==> config.mk <==
export PLATFORM = sky130hd
export DESIGN_NAME = oam_dma
export DESIGN_NICKNAME = d
export VERILOG_FILES = /design/src/rtl/oam_dma.sv
export SDC_FILE = /design/constraint.sdc
export NUM_CORES = 1
export LEC_CHECK = 0
export BUFFER_PORTS_ARGS = -buffer_cell sky130_fd_sc_hd__buf_2
export CORE_MARGIN = 10
export CORE_UTILIZATION = 55
export CTS_BUF_LIST = sky130_fd_sc_hd__clkbuf_4
export DETAILED_ROUTE_END_ITERATION = 7
export PLACE_DENSITY_LB_ADDON = 0.08
export SKIP_LAST_GASP = 1
export SLEW_MARGIN = 20
export SYNTH_ARGS = -nofsm -noshare
export SYNTH_HDL_FRONTEND = slang
export SYNTH_SLANG_ARGS = --single-unit
==> constraint.sdc <==
create_clock -name clock -period 1.82 [get_ports clock]
set_input_delay 0.091 -clock clock [delete_from_list [all_inputs] [get_ports clock]]
set_output_delay 0.091 -clock clock [all_outputs]
set_load 0.02 [all_outputs]
==> src/rtl/oam_dma.sv <==
// Sprite DMA: snoops $4014 writes, stalls the core and copies page $XX00-$XXFF to $2004.
// Stall is 513 CPU ticks (514 if started on an odd cycle); idle it is a transparent bus mux.
module oam_dma #(
  parameter logic [15:0] OAM_PORT = 16'h2004,
  parameter logic [15:0] TRIGGER  = 16'h4014
) (
  input  logic        clock,
  input  logic        reset_n,
  input  logic        tick,
  input  logic [15:0] cpu_a,
  input  logic [7:0]  cpu_d,
  input  logic        cpu_r,
  input  logic        cpu_w,
  output logic        ce,
  output logic [15:0] bus_a,
  output logic [7:0]  bus_d,
  output logic        bus_r,
  output logic        bus_w,
  input  logic [7:0]  bus_i,
  output logic        busy
);

  localparam logic [2:0] S_IDLE  = 3'd0;
  localparam logic [2:0] S_HALT  = 3'd1;
  localparam logic [2:0] S_ALIGN = 3'd2;
  localparam logic [2:0] S_READ  = 3'd3;
  localparam logic [2:0] S_WRITE = 3'd4;
  localparam logic [2:0] S_DONE  = 3'd5;

  logic [2:0]  state;
  logic [7:0]  page;
  logic [7:0]  idx;
  logic        parity;
  logic        dma_r;
  logic        dma_w;
  logic [15:0] dma_a;
  logic [7:0]  dma_d;
  logic        trigger;

  assign trigger = ~busy & cpu_w & (cpu_a == TRIGGER);

  // reset_n is folded in so the core never advances while held in reset
  assign ce = tick & ~busy & reset_n;

  assign bus_a = busy ? dma_a : cpu_a;
  assign bus_d = busy ? dma_d : cpu_d;
  assign bus_r = busy ? dma_r : cpu_r;
  assign bus_w = busy ? dma_w : cpu_w;

  always_ff @(posedge clock or negedge reset_n) begin
    if (!reset_n) begin
      parity <= 1'b0;
    end else if (tick) begin
      parity <= ~parity;
    end
  end

  always_ff @(posedge clock or negedge reset_n) begin
    if (!reset_n) begin
      state <= S_IDLE;
      busy  <= 1'b0;
      page  <= 8'h00;
      idx   <= 8'h00;
      dma_r <= 1'b0;
      dma_w <= 1'b0;
      dma_a <= 16'h0000;
      dma_d <= 8'h00;
    end else begin
      dma_r <= 1'b0;
      dma_w <= 1'b0;
      if (trigger) begin
        page  <= cpu_d;
        busy  <= 1'b1;
        idx   <= 8'h00;
        state <= S_HALT;
      end else if (state == S_DONE) begin
        // releases on the clock after the last write pulse, tick or not
        busy  <= 1'b0;
        idx   <= 8'h00;
        state <= S_IDLE;
      end else if (tick) begin
        case (state)
          S_IDLE: begin
          end
          S_HALT: begin
            state <= parity ? S_ALIGN : S_READ;
          end
          S_ALIGN: begin
            state <= S_READ;
          end
          S_READ: begin
            dma_a <= {page, idx};
            dma_r <= 1'b1;
            state <= S_WRITE;
          end
          S_WRITE: begin
            dma_d <= bus_i;
            dma_a <= OAM_PORT;
            dma_w <= 1'b1;
            idx   <= idx + 8'd1;
            state <= (idx == 8'hFF) ? S_DONE : S_READ;
          end
          default: begin
            state <= S_IDLE;
            busy  <= 1'b0;
            idx   <= 8'h00;
          end
        endcase
      end
    end
  end

endmodule

======== Word-level counts from Yosys, hierarchy flattened ========
Cells that the tools add are included.
cells by class
  $mul .................................... 0
  equal/unequal tests ..................... 10
  shift operators ......................... 0
  $lt $le $gt $ge ......................... 0
  muxes and demuxes ....................... 27
  bitwise operators ....................... 8
  $add $sub $neg .......................... 1
  divide/modulo/power cells ............... 0
  reduce and logical (&&, ||, !) cells .... 10
operators by type and width
  kind                    count
  $mux W8                 4
  $pmux W16 S2            1
  $eq A16 B15 Y1 const B  1
  $mux W16                1
  $pmux W8 S2             1
  $mux W1                 15
  $pmux W3 S5             1
  $mux W3                 4
  $add A8 B1 Y8 const B   1
  $eq A8 B8 Y1 const B    1
  $reduce_and A4 Y1       2
  $eq A3 B2 Y1 const B    2
  $eq A3 B3 Y1 const B    2
  $ne A3 B1 Y1 const B    2
  $reduce_and A2 Y1       3
  $reduce_or A5 Y1        1
  $and A1 B1 Y1           4
  $not A1 Y1              4
  $reduce_or A4 Y1        1
  $eq A3 B1 Y1 const B    1
  $logic_not A3 Y1        1
  $ne A3 B3 Y1 const B    1
  $reduce_bool A3 Y1      1
  $reduce_bool A2 Y1      1
storage, ports and cells
  latch bits .............................. 0
  output and inout port bits .............. 28
  input port bits ......................... 37
  memories ................................ 0
  ROM bits ................................ 0
  memory bits (writable) .................. 0
  word-level logic and storage cells ...... 65
  flip-flop bits (word level) ............. 47

======== Depth between registers and ports, before layout ========
Gate-level depths: netlist of run 1.
  depth after elaboration ................. 6
  depth in mapped cells ................... 6
  gate-level depth less buffers ........... 5

======== Worst setup path after synthesis of run 1 ========
No wires, ideal clock.
  path kind ............................... flip-flop to flip-flop
  start ................................... register busy
  end ..................................... register dma_d[0]
  setup time .............................. 0.125 ns
  path buffers ............................ 0
  data arrival time ....................... 1.568 ns
  setup slack ............................. 0.127 ns
  clock period less this slack ............ 1.693 ns
  cell stages (with the launch flop) ...... 5
  required time ........................... 1.695 ns
  cells stage by stage .................... dfrtp_1 -> and4bb_2 -> nand3b_1 -> o21ai_4 -> mux2_4
between the ends
  longest elaborated chain between the ends .. 5
RTL lines
  what                         RTL line  text
  start: declaration           20        output logic busy
  start signal: assignment     61        busy <= 1'b0;
  start signal: assignment     73        busy <= 1'b1;
  start signal: assignment     78        busy <= 1'b0;
  $not A1 Y1                   40        assign trigger = ~busy & cpu_w & (cpu_a == TRIGGER);
  $and A1 B1 Y1 (2 in series)  40
  $not A1 Y1 (no line)         n/a
  $reduce_and A4 Y1 (no line)  n/a
  end signal: assignment       97        dma_d <= bus_i;
  end: declaration             37        logic [7:0] dma_d;
No other way between the ends.
A chain may end at the register's enable or synchronous reset.

======== Worst setup path in the final report of run 1 ========
  start ................................... register state[1]
  end ..................................... register dma_d[7]
between the ends
  longest elaborated chain between the ends .. 3
  elaborated cells on any way between the ends .. 4
  classes of those cells .................. 2 x eq/ne; 1 x bitwise; 1 x reduce/logical
RTL lines
  what                             RTL line  text
  start: declaration               30        logic [2:0] state;
  start signal: assignment         86        state <= parity ? S_ALIGN : S_READ;
  start signal: assignment         101       state <= (idx == 8'hFF) ? S_DONE : S_READ;
  $eq A3 B3 Y1                     76        end else if (state == S_DONE) begin
  $not A1 Y1 (no line)             n/a
  $reduce_and A4 Y1 (no line) (*)  n/a
Every way passes the cells marked *; elsewhere a longest branch is shown, timed or not.

==> impl_metrics.env, run 1 <==
export IMPL_yosysTopAreaCellShare_pct=47.6
export IMPL_drive_gt1_share_pct=45.8
export IMPL_initialDrtViolationCount=82
export IMPL_grt_start_max_net_pins=30
export IMPL_routed_via_count=2015
export IMPL_period_share_pct=96.2
export IMPL_relSlewSlack_pct=68.4
export IMPL_yosys_most_used_dff="dfrtp_1"
export IMPL_syn_num_nets=246
export IMPL_final_area_mm2=0.00314
export IMPL_place_hpwl_um=4660
export IMPL_placed_cell_area_mm2=0.00291
export IMPL_power_mw=2.87
export IMPL_synth_xor_area_share_pct=0.354
export IMPL_cts_tree="built"
export IMPL_period_needed_ns=1.75
export IMPL_cp_top_family="buffers and inverters"
export IMPL_crit_chain="buf_4 -> inv_1 -> and3_1 -> o21ai_4 -> buf_12 -> mux2_4"
export IMPL_rsz0062_at_grt="no"
export IMPL_synth_top_family_by_area="multiplexers"
export IMPL_yosysSeqAreaShare_pct=47.6
export IMPL_clk_pin_slew_ns=0.13
export IMPL_synth_simple_area_share_pct=12.1
export IMPL_cpMaxStageDelayCell="dfrtp_1"
export IMPL_die_h_um=87.0
export IMPL_io_pins=65
export IMPL_p_sw_uw=948
export IMPL_grt_pass1_vias=2098
export IMPL_critPathKind="flip-flop to flip-flop"
export IMPL_worst_setup_path_endpoint="dma_d[7]"
export IMPL_cpPeakStageDelay_ns=0.43
export IMPL_synth_cell_types=51
export IMPL_syn_avg_cell_area_um2=11.9
export IMPL_ant_nets=0
export IMPL_r2r_cells=6
export IMPL_dr_pass1_iters=4
export IMPL_async_flop_share_pct=100
export IMPL_htreeDepth=2
export IMPL_antenna_cells=0
export IMPL_status="finished, final reports clean"
export IMPL_power_density_mw_per_mm2=913
export IMPL_grt_first_pass_wirelength_um=10500
export IMPL_cp_start_kind="flip-flop"
export IMPL_synth_compound_area_share_pct=15.3
export IMPL_cts_repair_resized=0
export IMPL_cp_arrival_ns=2.00
export IMPL_clock_skew_ns=0.00755
export IMPL_synthAdderAreaFrac_pct=0.506
export IMPL_peakVddDrop_mv=0.537
export IMPL_p_leak_nw=1.56
export IMPL_required_ns=2.07
export IMPL_syn_to_final_growth_pct=27.2
export IMPL_wl_per_cell_um=18.1
export IMPL_netlist_area_mm2=0.00247
export IMPL_synth_warnings=0
export IMPL_reg2reg_slack_ns=0.07
export IMPL_tightest_slew_ns=0.469
export IMPL_die_area_mm2=0.00758
export IMPL_maxCapViolations=0
export IMPL_cp_max_fo=9
export IMPL_wl_um=6340
export IMPL_final_hold_violation_count=0
export IMPL_min_delay_path_class="primary input to flip-flop"
export IMPL_synthCells=208
export IMPL_switching_share_pct=33.0
export IMPL_gp_congestion=0.892
export IMPL_fin_setup_tns_ns=0
export IMPL_synth_edf_count=0
export IMPL_track_usage_pct=17.3
export IMPL_synth_mux_area_share_pct=20.3
export IMPL_path_buf_inv=3
export IMPL_cp_depth=6
export IMPL_cts_buffers=5
export IMPL_vias_per_cell=5.74
export IMPL_crit_path_end_kind="flip-flop"
export IMPL_drc=0
export IMPL_crit_start="state[1]"
export IMPL_synth_ff_latch_count=47
export IMPL_nets=338
export IMPL_power_internal_mw=1.92
export IMPL_overflow=0
export IMPL_clock_latency_ns=0.35
export IMPL_final_setup_viol_count=0
export IMPL_clock_tree_buffer_depth=2
export IMPL_max_freq_mhz=571
export IMPL_antenna_found_initial=0
export IMPL_cts_sink_count=47
export IMPL_start_util_pct=56.8
export IMPL_yosysTopAreaCell="dfrtp_1"
export IMPL_rows=24
export IMPL_clkPwrFrac_pct=15.9
export IMPL_power_frac_seq_pct=48.1
export IMPL_final_util_pct=72.2
export IMPL_coreArea_mm2=0.00435
export IMPL_finalMaxSlewViolations=0
export IMPL_die_x_um=87.0
export IMPL_r2r_end="dma_d[7]"
export IMPL_p_comb_share_pct=36.0
export IMPL_synth_area_leaders="dfrtp_1, mux2_2, a22o_1"
export IMPL_io_buffers=64
export IMPL_cts_root_buf="clkbuf_4"
export IMPL_r2r_start="state[1]"
state kept, by name, indices dropped and copies added, names as in the netlist:
signal  count
dma_d       8
dma_w       1
page        8
busy        1
idx         8
dma_r       1
parity      1
state       3
dma_a      16
metrics by stage:
step	std cells	hold WS [ns]	setup WS, ns
after floorplan	208	-0.205	0.127
after global placement	327	0.166	0.127
after detailed placement	327	0.164	0.0623
after CTS	350	0.105	0.0413
after global routing	351	0.124	0.0118
final	351	0.121	0.0697
worst register-to-register path: stages, from the launching register on:
cell and delay [ns]:
dfrtp_1 0.43, buf_4 0.17, inv_1 0.13, and3_1 0.34, o21ai_4 0.10, buf_12 0.16
mux2_4 0.30
area by class of cell:
class | instances | area (um^2)
clock buffers | 6 | 45.0
fillers | 327 | 1210
inverters | 9 | 33.8
multi-input cells | 140 | 1200
flip-flops and latches | 47 | 1180
well taps | 52 | 65.1
repair buffers | 97 | 623
synthesized netlist by cell type (2+ instances only):
cell      instances
a22o_1           14
a22oi_1           3
a311oi_1          2
a31oi_1           4
a32oi_1           3
and2_1            2
and3_1            4
and3b_1           2
buf_1             2
buf_2             4
buf_4             3
clkbuf_1          3
dfrtp_1          47
inv_1             9
mux2_2           32
mux2_4            8
nand2_1           7
nand2b_1          3
nand3_1           3
nand4_1           3
nor2_1           10
nor2b_1           3
nor4_2            2
o21ai_0           8
cell families after synthesis:
group                    count (synthesis)
flip-flops                              47
AO/OA/AOI/OAI                           48
multiplexers                            42
adder cells (fa/ha/maj)                  1
AND/OR/NAND/NOR                         48
XOR/XNOR                                 1
buffers and inverters                   21
worst min-delay path by stage:
stage | from | endpoint | slack (ns) | cells after the start
after floorplan | reset_n | busy | -0.20 | 0
after detailed placement | reset_n | dma_a[8] | 0.16 | 2
after CTS | tick | parity | 0.11 | 2
final | tick | parity | 0.12 | 2
after global routing | tick | parity | 0.12 | 2
after global placement | reset_n | dma_r | 0.17 | 2
repair_timing:
action | 4_1_cts | 5_1_grt
hold buffers | 17 | 0
buffers inserted | 0 | 1
hold endpoints to repair | 63 | 0
endpoints found under the setup margin | 0 | 8
layout by cell type (no fill, tap or decap), types with 2 or more instances in the layout:
master and n:
a22o_1 14, a22oi_1 3, a311oi_1 2, a31oi_1 4
a32oi_1 3, and2_1 2, and3_1 4, and3b_1 2
buf_2 64, buf_4 15, clkbuf_4 6, dfrtp_1 47
dlygate4sd3_1 17, inv_1 9, mux2_2 32, mux2_4 8
nand2_1 7, nand2b_1 3, nand3_1 3, nand4_1 3
nor2_1 10, nor2b_1 3, nor4_2 2, o21ai_0 8
power by group through the flow:
stage	logic [mW]	clock network, mW	registers (mW)
after floorplan	0.682	0	1.36
after global placement	0.976	0	1.39
after detailed placement	0.992	0	1.40
after CTS	1.03	0.474	1.38
after global routing	1.14	0.519	1.41
final	1.03	0.457	1.38
metal layers:
metal | vias to the layer above | track usage, % | share of wire [%]
li1 | 955 | - | -
met1 | 959 | 23.9 | 44
met2 | 95 | 24.7 | 44
met3 | 6 | 6.74 | 11
met4 | 0 | 3.83 | 0.79
met5 | - | 0 | 0
No activity file was read; power rests on OpenSTA's default activity.
==> run 2: changes to the inputs <==
--- a/config.mk
+++ b/config.mk
@@ -6,7 +6,7 @@
 export NUM_CORES = 1
 export LEC_CHECK = 0
 export BUFFER_PORTS_ARGS = -buffer_cell sky130_fd_sc_hd__buf_2
-export CORE_MARGIN = 10
+export CORE_MARGIN = 2
 export CORE_UTILIZATION = 55
 export CTS_BUF_LIST = sky130_fd_sc_hd__clkbuf_4
 export DETAILED_ROUTE_END_ITERATION = 7
==> impl_metrics.env, run 2 (synthesis results as in run 1) <==
export IMPL_status="finished, final reports clean"
export IMPL_cp_top_family="buffers and inverters"
export IMPL_syn_to_final_growth_pct=27.3
export IMPL_regArea_mm2=0.00118
export IMPL_tightest_slew_ns=0.583
export IMPL_grt_first_pass_wirelength_um=9470
export IMPL_final_util_pct=72.3
export IMPL_overflow=0
export IMPL_htreeDepth=2
export IMPL_clkPwrFrac_pct=18.0
export IMPL_cp_depth=3
export IMPL_crit_path_end_kind="output pin"
export IMPL_dp_cells=323
export IMPL_min_delay_path_class="primary input to flip-flop"
export IMPL_cp_start_kind="flip-flop"
export IMPL_die_h_um=71.0
export IMPL_hold_slack_ns=0.0995
export IMPL_rows=24
export IMPL_r2r_start="state[2]"
export IMPL_r2r_end="dma_d[3]"
export IMPL_period_needed_ns=1.74
export IMPL_required_ns=1.73
export IMPL_gp_congestion=0.777
export IMPL_grt_start_max_net_pins=48
export IMPL_dp_slack_ns=-0.0235
export IMPL_die_x_um=71.0
export IMPL_grt_pass1_vias=1880
export IMPL_ant_nets=0
export IMPL_final_cell_mix="buf_2, dfrtp_1, mux2_2"
export IMPL_grt_util_met2_pct=36.8
export IMPL_die_area_mm2=0.00505
export IMPL_period_share_pct=95.9
export IMPL_io_pins=65
export IMPL_r2r_cells=6
export IMPL_power_mw=2.90
export IMPL_power_density_mw_per_mm2=923
export IMPL_placed_cell_area_mm2=0.00288
export IMPL_cpPeakStageDelay_ns=0.39
export IMPL_switching_share_pct=34.5
export IMPL_io_buffers=64
export IMPL_cp_max_fo=29
export IMPL_cts_root_buf="clkbuf_4"
export IMPL_drive_gt1_share_pct=45.5
export IMPL_reg2reg_slack_ns=0.09
export IMPL_coreArea_mm2=0.00435
export IMPL_met3_usage_pct=5.13
export IMPL_power_internal_mw=1.90
export IMPL_clk_pin_slew_ns=0.15
export IMPL_setup_slack_ns=0.0755
export IMPL_wl_um=5780
export IMPL_max_freq_mhz=573
export IMPL_clock_tree_buffer_depth=2
export IMPL_nets=334
export IMPL_final_area_mm2=0.00315
export IMPL_top_register="dma_a"
export IMPL_cts_buffers=5
export IMPL_clock_latency_ns=0.38
export IMPL_cts_sink_count=47
export IMPL_drc=0
export IMPL_multi_input_area_mm2=0.00122
export IMPL_grt_busiest_layer="met2"
export IMPL_routed_via_count=2003
export IMPL_clock_skew_ns=0.0186
export IMPL_p_sw_mw=1.00
export IMPL_hold_end="parity"
export IMPL_maxCapViolations=0
export IMPL_vias_per_cell=5.74
export IMPL_fill_cells=309
export IMPL_path_buf_inv=2
export IMPL_final_hold_violation_count=0
export IMPL_rsz0062_at_grt="yes"
export IMPL_cts_tree="built"
export IMPL_initialDrtViolationCount=161
export IMPL_largest_reg_flops=16
export IMPL_antenna_cells=0
export IMPL_cp_arrival_ns=1.65
export IMPL_met1_usage_pct=36.6
export IMPL_crit_chain="buf_4 -> mux2_2 -> buf_2"
export IMPL_fin_setup_tns_ns=0
export IMPL_peakVddDrop_mv=0.519
export IMPL_dr_pass1_iters=4
export IMPL_finalMaxSlewViolations=0
export IMPL_hold_path_startpoint="tick"
export IMPL_place_hpwl_um=3880
export IMPL_fin_cells=349
export IMPL_critPathKind="flip-flop to output pin"
export IMPL_p_comb_share_pct=34.3
export IMPL_wl_per_cell_um=16.6
export IMPL_final_setup_viol_count=0
export IMPL_cpMaxStageDelayCell="mux2_2"
export IMPL_p_leak_nw=1.56
export IMPL_min_delay_path_depth=2
export IMPL_antenna_found_initial=0
export IMPL_power_frac_seq_pct=47.7
export IMPL_relSlewSlack_pct=61.1
export IMPL_track_usage_pct=24.5
export IMPL_start_util_pct=56.8
export IMPL_layout_commonest_cell="buf_2"
==> run 2: changes by cell type in the layout (fill, tap and decap cells not counted) <==
cell / previous run / this run
a21oi_2: 1 / 0
o211ai_2: 1 / 0
clkinvlp_4: 0 / 2
o211ai_4: 0 / 1
a21oi_4: 0 / 1
inv_6: 0 / 1
buf_4: 15 / 11
clkbuf_4: 6 / 5
==> run 2: area by class of cell <==
cell class,instances,area share [%]
Timing Repair Buffer,93,18.8
Sequential cell,47,37.4
Multi-Input combinational cell,140,38.7
Tap cell,52,2.07
Inverter,9,1.07
Clock inverter,3,0.755
Clock buffer,5,1.19
==> run 2: what timing repair did <==
action,4_1_cts,5_1_grt
setup buffers,0,1
endpoints found under the hold margin,63,0
pin swaps,0,1
hold buffers,17,0
endpoints found under the setup margin,1,23
resized for setup,1,1
==> run 2: worst max-delay path by stage <==
| stage | from | end |
|---|---|---|
| floorplan | busy | dma_d[0] |
| global placement | cpu_a[15] | dma_a[2] |
| detailed placement | cpu_a[15] | dma_a[2] |
| CTS | busy | dma_d[1] |
| global route | busy | dma_a[2] |
| finish | busy | bus_d[2] |
==> run 2: worst register-to-register path: cells and delay by family, from the launching register on <==
family | cells | cell delay [ns]
AO/OA/AOI/OAI | 1 | 0.10
buffers and inverters | 2 | 0.33
flip-flops | 1 | 0.48
multiplexers | 1 | 0.30
AND/OR/NAND/NOR | 2 | 0.43
==> run 2: power by group through the flow <==
| stage | Combinational, mW | Clock [mW] | Sequential, mW |
|---|---|---|---|
| 2_1_floorplan | 0.682 | 0 | 1.36 |
| 3_3_place_gp | 0.928 | 0 | 1.40 |
| 3_5_place_dp | 0.937 | 0 | 1.40 |
| 4_1_cts | 0.980 | 0.530 | 1.38 |
| 5_1_grt | 1.09 | 0.572 | 1.41 |
| 6_report | 0.996 | 0.523 | 1.39 |
==> run 2: metal layers <==
metal	share of wire (%)	up-vias
met5	0	-
met4	1.0	0
met3	6.3	5
met2	44	87
met1	48	959
li1	-	952
